`src/rtl/udp_tx_sched.sv`:
```
// Round-robin scheduler that shares one udp_tx engine between two packet sources.
// Each packet runs IDLE -> START -> WAIT_DONE -> GAP; outputs are registered except the read/data mux.
module udp_tx_sched #(
  parameter int unsigned GAP_CYCLES = 12,
  parameter int unsigned TIMEOUT    = 4095
) (
  input  logic        clk,
  input  logic        rst_n,
  input  logic        ch0_req,
  input  logic [10:0] ch0_len,
  input  logic [47:0] ch0_des_mac,
  input  logic [31:0] ch0_des_ip,
  input  logic [7:0]  ch0_data,
  output logic        ch0_ack,
  output logic        ch0_rd_en,
  output logic        ch0_done,
  output logic        ch0_err,
  input  logic        ch1_req,
  input  logic [10:0] ch1_len,
  input  logic [47:0] ch1_des_mac,
  input  logic [31:0] ch1_des_ip,
  input  logic [7:0]  ch1_data,
  output logic        ch1_ack,
  output logic        ch1_rd_en,
  output logic        ch1_done,
  output logic        ch1_err,
  output logic        udp_tx_en,
  output logic [10:0] udp_tx_data_num,
  output logic [47:0] des_mac,
  output logic [31:0] des_ip,
  output logic [7:0]  udp_odata,
  input  logic        udp_data_valid,
  input  logic        udp_tx_done,
  output logic        busy
);

  typedef enum logic [1:0] {S_IDLE, S_START, S_WAIT_DONE, S_GAP} state_t;

  localparam logic [15:0] GAP_LAST  = 16'(GAP_CYCLES - 1);
  localparam logic [15:0] TIMEOUT_V = 16'(TIMEOUT);

  state_t      r_state;
  logic        r_gnt;
  logic        r_gnt_vld;
  logic        r_last;
  logic [1:0]  r_ack;
  logic [1:0]  r_done;
  logic [1:0]  r_err;
  logic        r_tx_en;
  logic [10:0] r_len;
  logic [47:0] r_mac;
  logic [31:0] r_ip;
  logic [15:0] r_timer;
  logic [15:0] r_gap_cnt;

  logic        w_any_req;
  logic        w_pick;
  logic [15:0] w_timer_nxt;

  // On a tie the channel that was not served last wins.
  assign w_any_req   = ch0_req | ch1_req;
  assign w_pick      = (ch0_req & ch1_req) ? ~r_last : ch1_req;
  assign w_timer_nxt = r_timer + 16'd1;

  // NOTE: every state register here takes a non-blocking assignment so all of them
  // update together at the edge; a blocking write would leak into later reads in this block.
  always_ff @(posedge clk or negedge rst_n) begin
    if (!rst_n) begin
      r_state   <= S_IDLE;
      r_gnt     <= 1'b0;
      r_gnt_vld <= 1'b0;
      r_last    <= 1'b1;
      r_ack     <= 2'b00;
      r_done    <= 2'b00;
      r_err     <= 2'b00;
      r_tx_en   <= 1'b0;
      r_len     <= '0;
      r_mac     <= '0;
      r_ip      <= '0;
      r_timer   <= '0;
      r_gap_cnt <= '0;
    end else begin
      r_ack   <= 2'b00;
      r_done  <= 2'b00;
      r_err   <= 2'b00;
      r_tx_en <= 1'b0;
      case (r_state)
        S_IDLE: begin
          if (w_any_req) begin
            r_gnt         <= w_pick;
            r_gnt_vld     <= 1'b1;
            r_last        <= w_pick;
            r_ack[w_pick] <= 1'b1;
            r_len         <= w_pick ? ch1_len     : ch0_len;
            r_mac         <= w_pick ? ch1_des_mac : ch0_des_mac;
            r_ip          <= w_pick ? ch1_des_ip  : ch0_des_ip;
            r_state       <= S_START;
          end
        end
        S_START: begin
          if (r_len == 11'd0) begin
            // Empty packets are dropped without ever starting the engine.
            r_done[r_gnt] <= 1'b1;
            r_err[r_gnt]  <= 1'b1;
            r_gnt_vld     <= 1'b0;
            r_gap_cnt     <= '0;
            r_state       <= S_GAP;
          end else begin
            r_tx_en <= 1'b1;
            r_timer <= '0;
            r_state <= S_WAIT_DONE;
          end
        end
        S_WAIT_DONE: begin
          if (udp_tx_done || (w_timer_nxt == TIMEOUT_V)) begin
            r_done[r_gnt] <= 1'b1;
            r_err[r_gnt]  <= ~udp_tx_done;
            r_gnt_vld     <= 1'b0;
            r_gap_cnt     <= '0;
            r_state       <= S_GAP;
          end else begin
            r_timer <= w_timer_nxt;
          end
        end
        S_GAP: begin
          if (r_gap_cnt == GAP_LAST) r_state <= S_IDLE;
          else                       r_gap_cnt <= r_gap_cnt + 16'd1;
        end
        default: r_state <= S_IDLE;
      endcase
    end
  end

  assign ch0_ack         = r_ack[0];
  assign ch1_ack         = r_ack[1];
  assign ch0_done        = r_done[0];
  assign ch1_done        = r_done[1];
  assign ch0_err         = r_err[0];
  assign ch1_err         = r_err[1];
  assign udp_tx_en       = r_tx_en;
  assign udp_tx_data_num = r_len;
  assign des_mac         = r_mac;
  assign des_ip          = r_ip;
  assign busy            = (r_state != S_IDLE);

  // Byte path follows the registered grant so the engine sees the owner's data with no added latency.
  assign ch0_rd_en = udp_data_valid & r_gnt_vld & ~r_gnt;
  assign ch1_rd_en = udp_data_valid & r_gnt_vld &  r_gnt;
  assign udp_odata = !r_gnt_vld ? 8'd0 : (r_gnt ? ch1_data : ch0_data);

endmodule

```
`config.mk`:
```
export PLATFORM = sky130hd
export DESIGN_NAME = udp_tx_sched
export DESIGN_NICKNAME = d
export VERILOG_FILES = /design/src/rtl/udp_tx_sched.sv
export SDC_FILE = /design/constraint.sdc
export NUM_CORES = 1
export LEC_CHECK = 0
export BUFFER_PORTS_ARGS = -buffer_cell sky130_fd_sc_hd__clkbuf_2
export CORE_MARGIN = 3
export CORE_UTILIZATION = 39
export DETAILED_ROUTE_END_ITERATION = 7
export HOLD_SLACK_MARGIN = 0.06
export PLACE_DENSITY = 0.68
export SYNTH_ARGS = -nofsm -noshare
export SYNTH_HDL_FRONTEND = slang
export SYNTH_SLANG_ARGS = --single-unit
export TNS_END_PERCENT = 5
```
`constraint.sdc`:
```
create_clock -name clk -period 6.6 [get_ports clk]
set_input_delay 0.99 -clock clk [delete_from_list [all_inputs] [get_ports clk]]
set_output_delay 0.99 -clock clk [all_outputs]
set_load 0.05 [all_outputs]
```
==> run metrics, run 1 <==
CTS Buf Count 17; sw power 2510 µW; crit end category register; Vias 6,662; placed insts 1,191; Post-Route WL 23,200 µm; Tcrit/Tclk final 0.549; DIE WIDTH 140 µm; GRT Overall Usage 0.231; unrepaired setup endpoints after global routing no; Min-Delay Path Class reg2reg; Leak 0.00492 µW; sequential share of power 0.282; Net Sw Frac 0.518; P_int 2340 µW; part of the Yosys area used for sequential elements 0.480; CTS tree built; Max Slew Vio Count 0; postcts setup bufs 0; Avg WL per Cell 19.0 µm; async set-reset flop share out of synthesis 1.00; pwr dens 520 mW/mm²; R2R setup slack 2970 ps; iteration-0 DRC count of the detailed router 649; Die Area 0.0197 mm²; antenna cell count 0; die height 140 µm; num ports 313; R2R cell count 8; pin count of the biggest net entering global routing 78; Vias/cell 5.46; Min Hold Slack 477 ps; maximum achievable frequency 276 MHz; PostCTS Resize Cnt 0; Worst Tran Pin Value 938 ps; initial antenna violation count 1; hold buffers post-CTS 0; final setup violation count 0; Detailed Place HPWL 17,700 µm; DRT Pass-1 Iters 8; global route overflow 0; Final ANT Viol Nets 0; Worst-path clk slew 60 ps; Max Cap Viol 0; commonest non-fill, non-tap cell in the layout clkbuf_2; critical path arrival 3940 ps; crit path to r_gap_cnt[11]; number of synthesized flops with an enable pin 0; Critical Path Start Type register; Port Buffers 312; syn nets 911; Worst setup startpoint r_timer[0]; num rows 48; critical path required time 6910 ps; root buf cell clkbuf_16; Tot Pwr 4850 µW; Worst-Skew Late Latency 420 ps; register bit total from synthesis 135; # clock sinks 135; Post-Route Setup TNS 0 ps; part of the power in the clock network 0.193; min Tclk post-route 3630 ps; initial core utilization 0.403; Area Overhead vs Synth 32.2%; status complete, no violations; clock buffer depth 2; master of the slowest instance on the critical path or3_1; Synth Instances 699; post-route DRC violation count 0; Peak supply drop 0.000344 V; Reg2Reg Launch Point r_timer[0]; H-tree depth 4; combinational group share of total power 0.524; final hold violations 0; top_reg_cell synth dfrtp_1; Critical R2R Capture r_gap_cnt[11]; gpl congestion 0.871; layout cells sized above 1 0.372; worst-path fanout max 24; Sequential Area 0.00338 mm²; Worst Skew 10.6 ps; Max stage delay on crit path 820 ps; fin nets 1,197; syn avg cell area 10.1 µm²; vias in the first global route 6,274; Netlist cell types 70; slew margin rel. 0.375; Mapped Area 0.00704 mm²; fillers 1,637; critical path, cell by cell ha_1 > nand3_1 > o31ai_1 > a31o_1 > o2111ai_2 > o21a_1 > or3_1 > o41ai_2; post-route insts no fill 1,221; first-pass GRT wire length 35,700 µm; Synth warnings 0; most frequent cells in the layout clkbuf_2 (311), dfrtp_1 (134), nand2_1 (71); Core ar. 0.0175 mm²; area of the multi-input gates 0.00324 mm²; CP Class reg2reg
[critical path, delay by kind of cell (launching register included)]
family | cells | cell delay, ps
compound gates | 5 | 1600
fa+ha+maj | 1 | 440
flops | 1 | 530
simple gates | 2 | 940
[metrics by stage]
stage / utilization / instance area, µm² / worst slack (ps)
2_1_floorplan: - / 7040 / 3910
3_3_place_gp: 0.500 / 8740 / 3130
3_5_place_dp: 0.500 / 8740 / 3010
4_1_cts: 0.533 / 9320 / 3000
5_1_grt: 0.533 / 9320 / 2750
6_report: 0.533 / 9320 / 2970
[how the worst min path moves through the flow]
stage            startpoint      endpoint  slack (ps)  cells past startpoint
2_1_floorplan  r_gap_cnt[0]  r_gap_cnt[0]         470                      1
3_3_place_gp     des_ip[16]    des_ip[16]         460                      2
3_5_place_dp     des_ip[13]    des_ip[13]         470                      2
4_1_cts          des_ip[13]    des_ip[13]         480                      2
5_1_grt          des_ip[30]    des_ip[30]         500                      2
6_report         des_ip[13]    des_ip[13]         480                      2
[state kept, by name (all words and copies together), names as in the netlist]
register / flops
udp_tx_en: 1
udp_tx_data_num: 11
r_done: 2
r_timer: 16
r_last: 1
r_gnt: 1
r_state: 2
des_mac: 48
r_err: 2
r_gap_cnt: 16
r_gnt_vld: 1
des_ip: 32
r_ack: 2
[area by class of cell]
cell class	instances	share of cell area
well taps	225	0.0302
repair buffers	320	0.175
flip-flops and latches	135	0.363
clock inverters	13	0.0160
inverters	56	0.0226
multi-input cells	455	0.348
clock buffers	17	0.0457
[cells by family (layout without fill, tap and decap cells)]
family,count (synthesis),count (layout),share of synthesized area
XOR/XNOR,1,1,0.00124
AND/OR/NAND/NOR,196,196,0.143
AO/OA/AOI/OAI,190,190,0.213
multiplexers,60,60,0.0854
adder cells (fa/ha/maj),8,8,0.0142
flip-flops,135,135,0.480
buffers and inverters,109,406,0.0636
[cell usage after synthesis (3+ instances only)]
master / number / area [µm²]
nor4_1: 10 / 62.6
a21oi_1: 6 / 30.0
a31oi_1: 7 / 43.8
o21ai_1: 4 / 20.0
buf_1: 5 / 18.8
and3_1: 5 / 31.3
nand2b_1: 7 / 43.8
or3_1: 4 / 25.0
o211ai_1: 7 / 52.6
nand4_1: 10 / 62.6
buf_2: 7 / 35.0
a211o_1: 5 / 43.8
nor2_1: 33 / 124
a21o_1: 6 / 45.0
o211a_1: 4 / 40.0
nand3_1: 24 / 120
mux2i_1: 59 / 591
inv_1: 55 / 206
dfrtp_1: 134 / 3350
o31ai_1: 15 / 113
o41ai_1: 3 / 26.3
o31ai_4: 4 / 85.1
o21ai_0: 58 / 290
buf_4: 4 / 30.0
nand2_1: 71 / 267
or4_1: 4 / 30.0
o311ai_0: 3 / 26.3
nor3_1: 5 / 25.0
and4_1: 3 / 26.3
ha_1: 8 / 100
and2_1: 5 / 31.3
clkbuf_1: 35 / 131
a222oi_1: 43 / 430
[layer usage]
layer / wire, µm / track usage / vias to the layer above
li1: - / - / 3181
met1: 9140 / 0.297 / 3155
met2: 11800 / 0.381 / 288
met3: 1730 / 0.0662 / 36
met4: 575 / 0.0668 / 2
met5: 7 / 0 / -
[power by group through the flow]
stage	registers [µW]	logic (µW)	clock network (µW)
2_1_floorplan	2290	937	0
5_1_grt	1410	2700	989
3_5_place_dp	1370	2560	0
6_report	1370	2540	938
3_3_place_gp	1370	2530	0
4_1_cts	1360	2560	960
No activity file was read; power rests on OpenSTA's default activity.
==> run 2: changes to the inputs <==
==> constraint.sdc (replaced) <==
create_clock -name clk -period 3.6 [get_ports clk]
set_input_delay 0.54 -clock clk [delete_from_list [all_inputs] [get_ports clk]]
set_output_delay 0.54 -clock clk [all_outputs]
set_load 0.05 [all_outputs]
==> run 2 against run 1 <==
  * Global-route usage rose by 0.29 points
  * Final area rose by 0.59%
  * Register-to-register slack got worse by 2600 ps
  * Fmax rose by 12%
  * Sequential power rose by 82%
  * Critical path depth did not move
  * Worst hold slack got worse by 310 ps
  * Wire length fell by 0.10%
  * Total power rose by 84%
  * Sequential cell count did not move
  * Core utilization rose by 0.31 points
  * Clock power rose by 80%
==> run metrics, run 2 (synthesis gave the netlist of run 1 again) <==
antenna cell count 0 (unchanged); initial antenna violation count 1 (unchanged); num rows 48 (unchanged); Port Buffers 312 (unchanged); Max Cap Viol 0 (unchanged); Post-Route WL 23,200 µm (-0.10%); Worst Tran Pin Value 1100 ps (+162 ps); Avg WL per Cell 18.9 µm (-0.67%); # clock sinks 135 (unchanged); Detailed Place HPWL 17,900 µm (+1.2%); Min-Delay Path Class in2async; num ports 313 (unchanged); layout cells sized above 1 0.376 (+0.00338); iteration-0 DRC count of the detailed router 616 (-5.1%); DP Area 0.00880 mm² (+0.72%); first-pass GRT wire length 36,100 µm (+1.3%); Die Area 0.0197 mm² (unchanged); post-route insts no fill 1,228 (+0.57%); final setup violation count 0 (unchanged); gpl congestion 0.879 (+0.91%); Core ar. 0.0175 mm² (unchanged); critical path required time 3920 ps (-2990 ps); CTS Buf Count 17 (unchanged); postcts setup bufs 0 (unchanged); Tot Pwr 8900 µW (+84%); fin area 0.00937 mm² (+0.59%); Post-Route Setup TNS 0 ps (unchanged); min Tclk post-route 3230 ps (-392 ps); final hold violations 0 (unchanged); worst-path fanout max 14 (-42%); status complete, no violations; Vias 6,728 (+0.99%); commonest non-fill, non-tap cell in the layout clkbuf_2; crit end category register; maximum achievable frequency 309 MHz (+12%); Worst-Skew Late Latency 430 ps (about the same); Area Overhead vs Synth 33.0%; DRT Pass-1 Iters 8 (unchanged); unrepaired setup endpoints after global routing no; placed insts 1,196 (+0.42%); Critical Path Start Type register; initial core utilization 0.403 (unchanged); pin count of the biggest net entering global routing 77 (-1.3%); pwr dens 950 mW/mm² (+83%); most frequent cells in the layout clkbuf_2 (311), dfrtp_1 (134), nand2_1 (71); CTS tree built; Peak supply drop 0.000688 V (+100%); slew margin rel. 0.264 (-0.111); Worst-path clk slew 60 ps (about the same); Vias/cell 5.48 (+0.42%); Largest register FFs 48 (unchanged); GRT Overall Usage 0.234 (+0.00292); DIE WIDTH 140 µm (unchanged); H-tree depth 4 (unchanged); Max Slew Vio Count 0 (unchanged); critical path arrival 3550 ps (-390 ps); Leak 0.00495 µW (+0.71%); Final ANT Viol Nets 0 (unchanged); Worst Skew 12.4 ps (+1.82 ps); die height 140 µm (unchanged); global route overflow 0 (unchanged); CP Class reg2reg; root buf cell clkbuf_16; vias in the first global route 6,451 (+2.8%); fin nets 1,202 (+0.42%); post-route DRC violation count 0 (unchanged); clock buffer depth 2 (unchanged); hold buffers post-CTS 0 (unchanged); Tcrit/Tclk final 0.898 (+0.349); PostCTS Resize Cnt 0 (unchanged)
[run 2: cell types whose count changed in the layout (fill, tap and decap cells not counted)]
cell,delta
buf_12,+2
buf_4,+3
bufinv_16,-1
clkbuf_1,+1
clkinvlp_4,-1
inv_6,+3
[run 2: area by class of cell]
cell class / instances / area [µm²]
well taps: 225 / 282
clock inverters: 14 / 138
repair buffers: 325 / 1690
fillers: 1621 / 8110
multi-input cells: 455 / 3240
clock buffers: 18 / 429
inverters: 56 / 210
flip-flops and latches: 135 / 3380
[run 2: per-stage QoR]
| step | util | setup WS (ps) | hold WS [ps] |
|---|---|---|---|
| after floorplan | - | 995 | 244 |
| after global placement | 0.504 | 420 | 462 |
| after detailed placement | 0.504 | 375 | 469 |
| after CTS | 0.536 | 385 | 179 |
| after global routing | 0.536 | 229 | 213 |
| final | 0.536 | 367 | 163 |
[run 2: critical path, cell delays in order (launching register included)]
cell	delay [ps]
dfrtp_1	540
ha_1	450
nand3_1	120
o31ai_1	270
a31o_1	220
o2111ai_2	200
o21a_1	230
or3_1	690
o41ai_2	400
[run 2: routing by layer]
layer  up-vias  wire [µm]  global-route usage
met3        51       1440              0.0509
li1       3188          -                   -
met2       263      11500               0.377
met4         2        810              0.0959
met1      3224       9420               0.307
met5         -         13                   0
[run 2: worst paths after layout]
path | startpoint | end | slack, ps | cells past startpoint
max in group asynchronous | rst_n | r_last | 2620 | 2
setup / recovery | r_timer[0] | r_gap_cnt[11] | 370 | 8
hold / removal | rst_n | r_timer[10] | 160 | 1
setup reg to reg | r_timer[0] | r_gap_cnt[11] | 370 | 8
hold reg to reg | des_ip[11] | des_ip[11] | 480 | 2
min in group clk | ch1_des_mac[30] | des_mac[30] | 320 | 3
[run 2: report_power, final]
group | internal, µW | switching, µW | leakage [µW]
Combinational | 1190 | 3520 | 0.00295
Sequential | 2100 | 410 | 0.00172
Clock | 969 | 717 | 0.000279
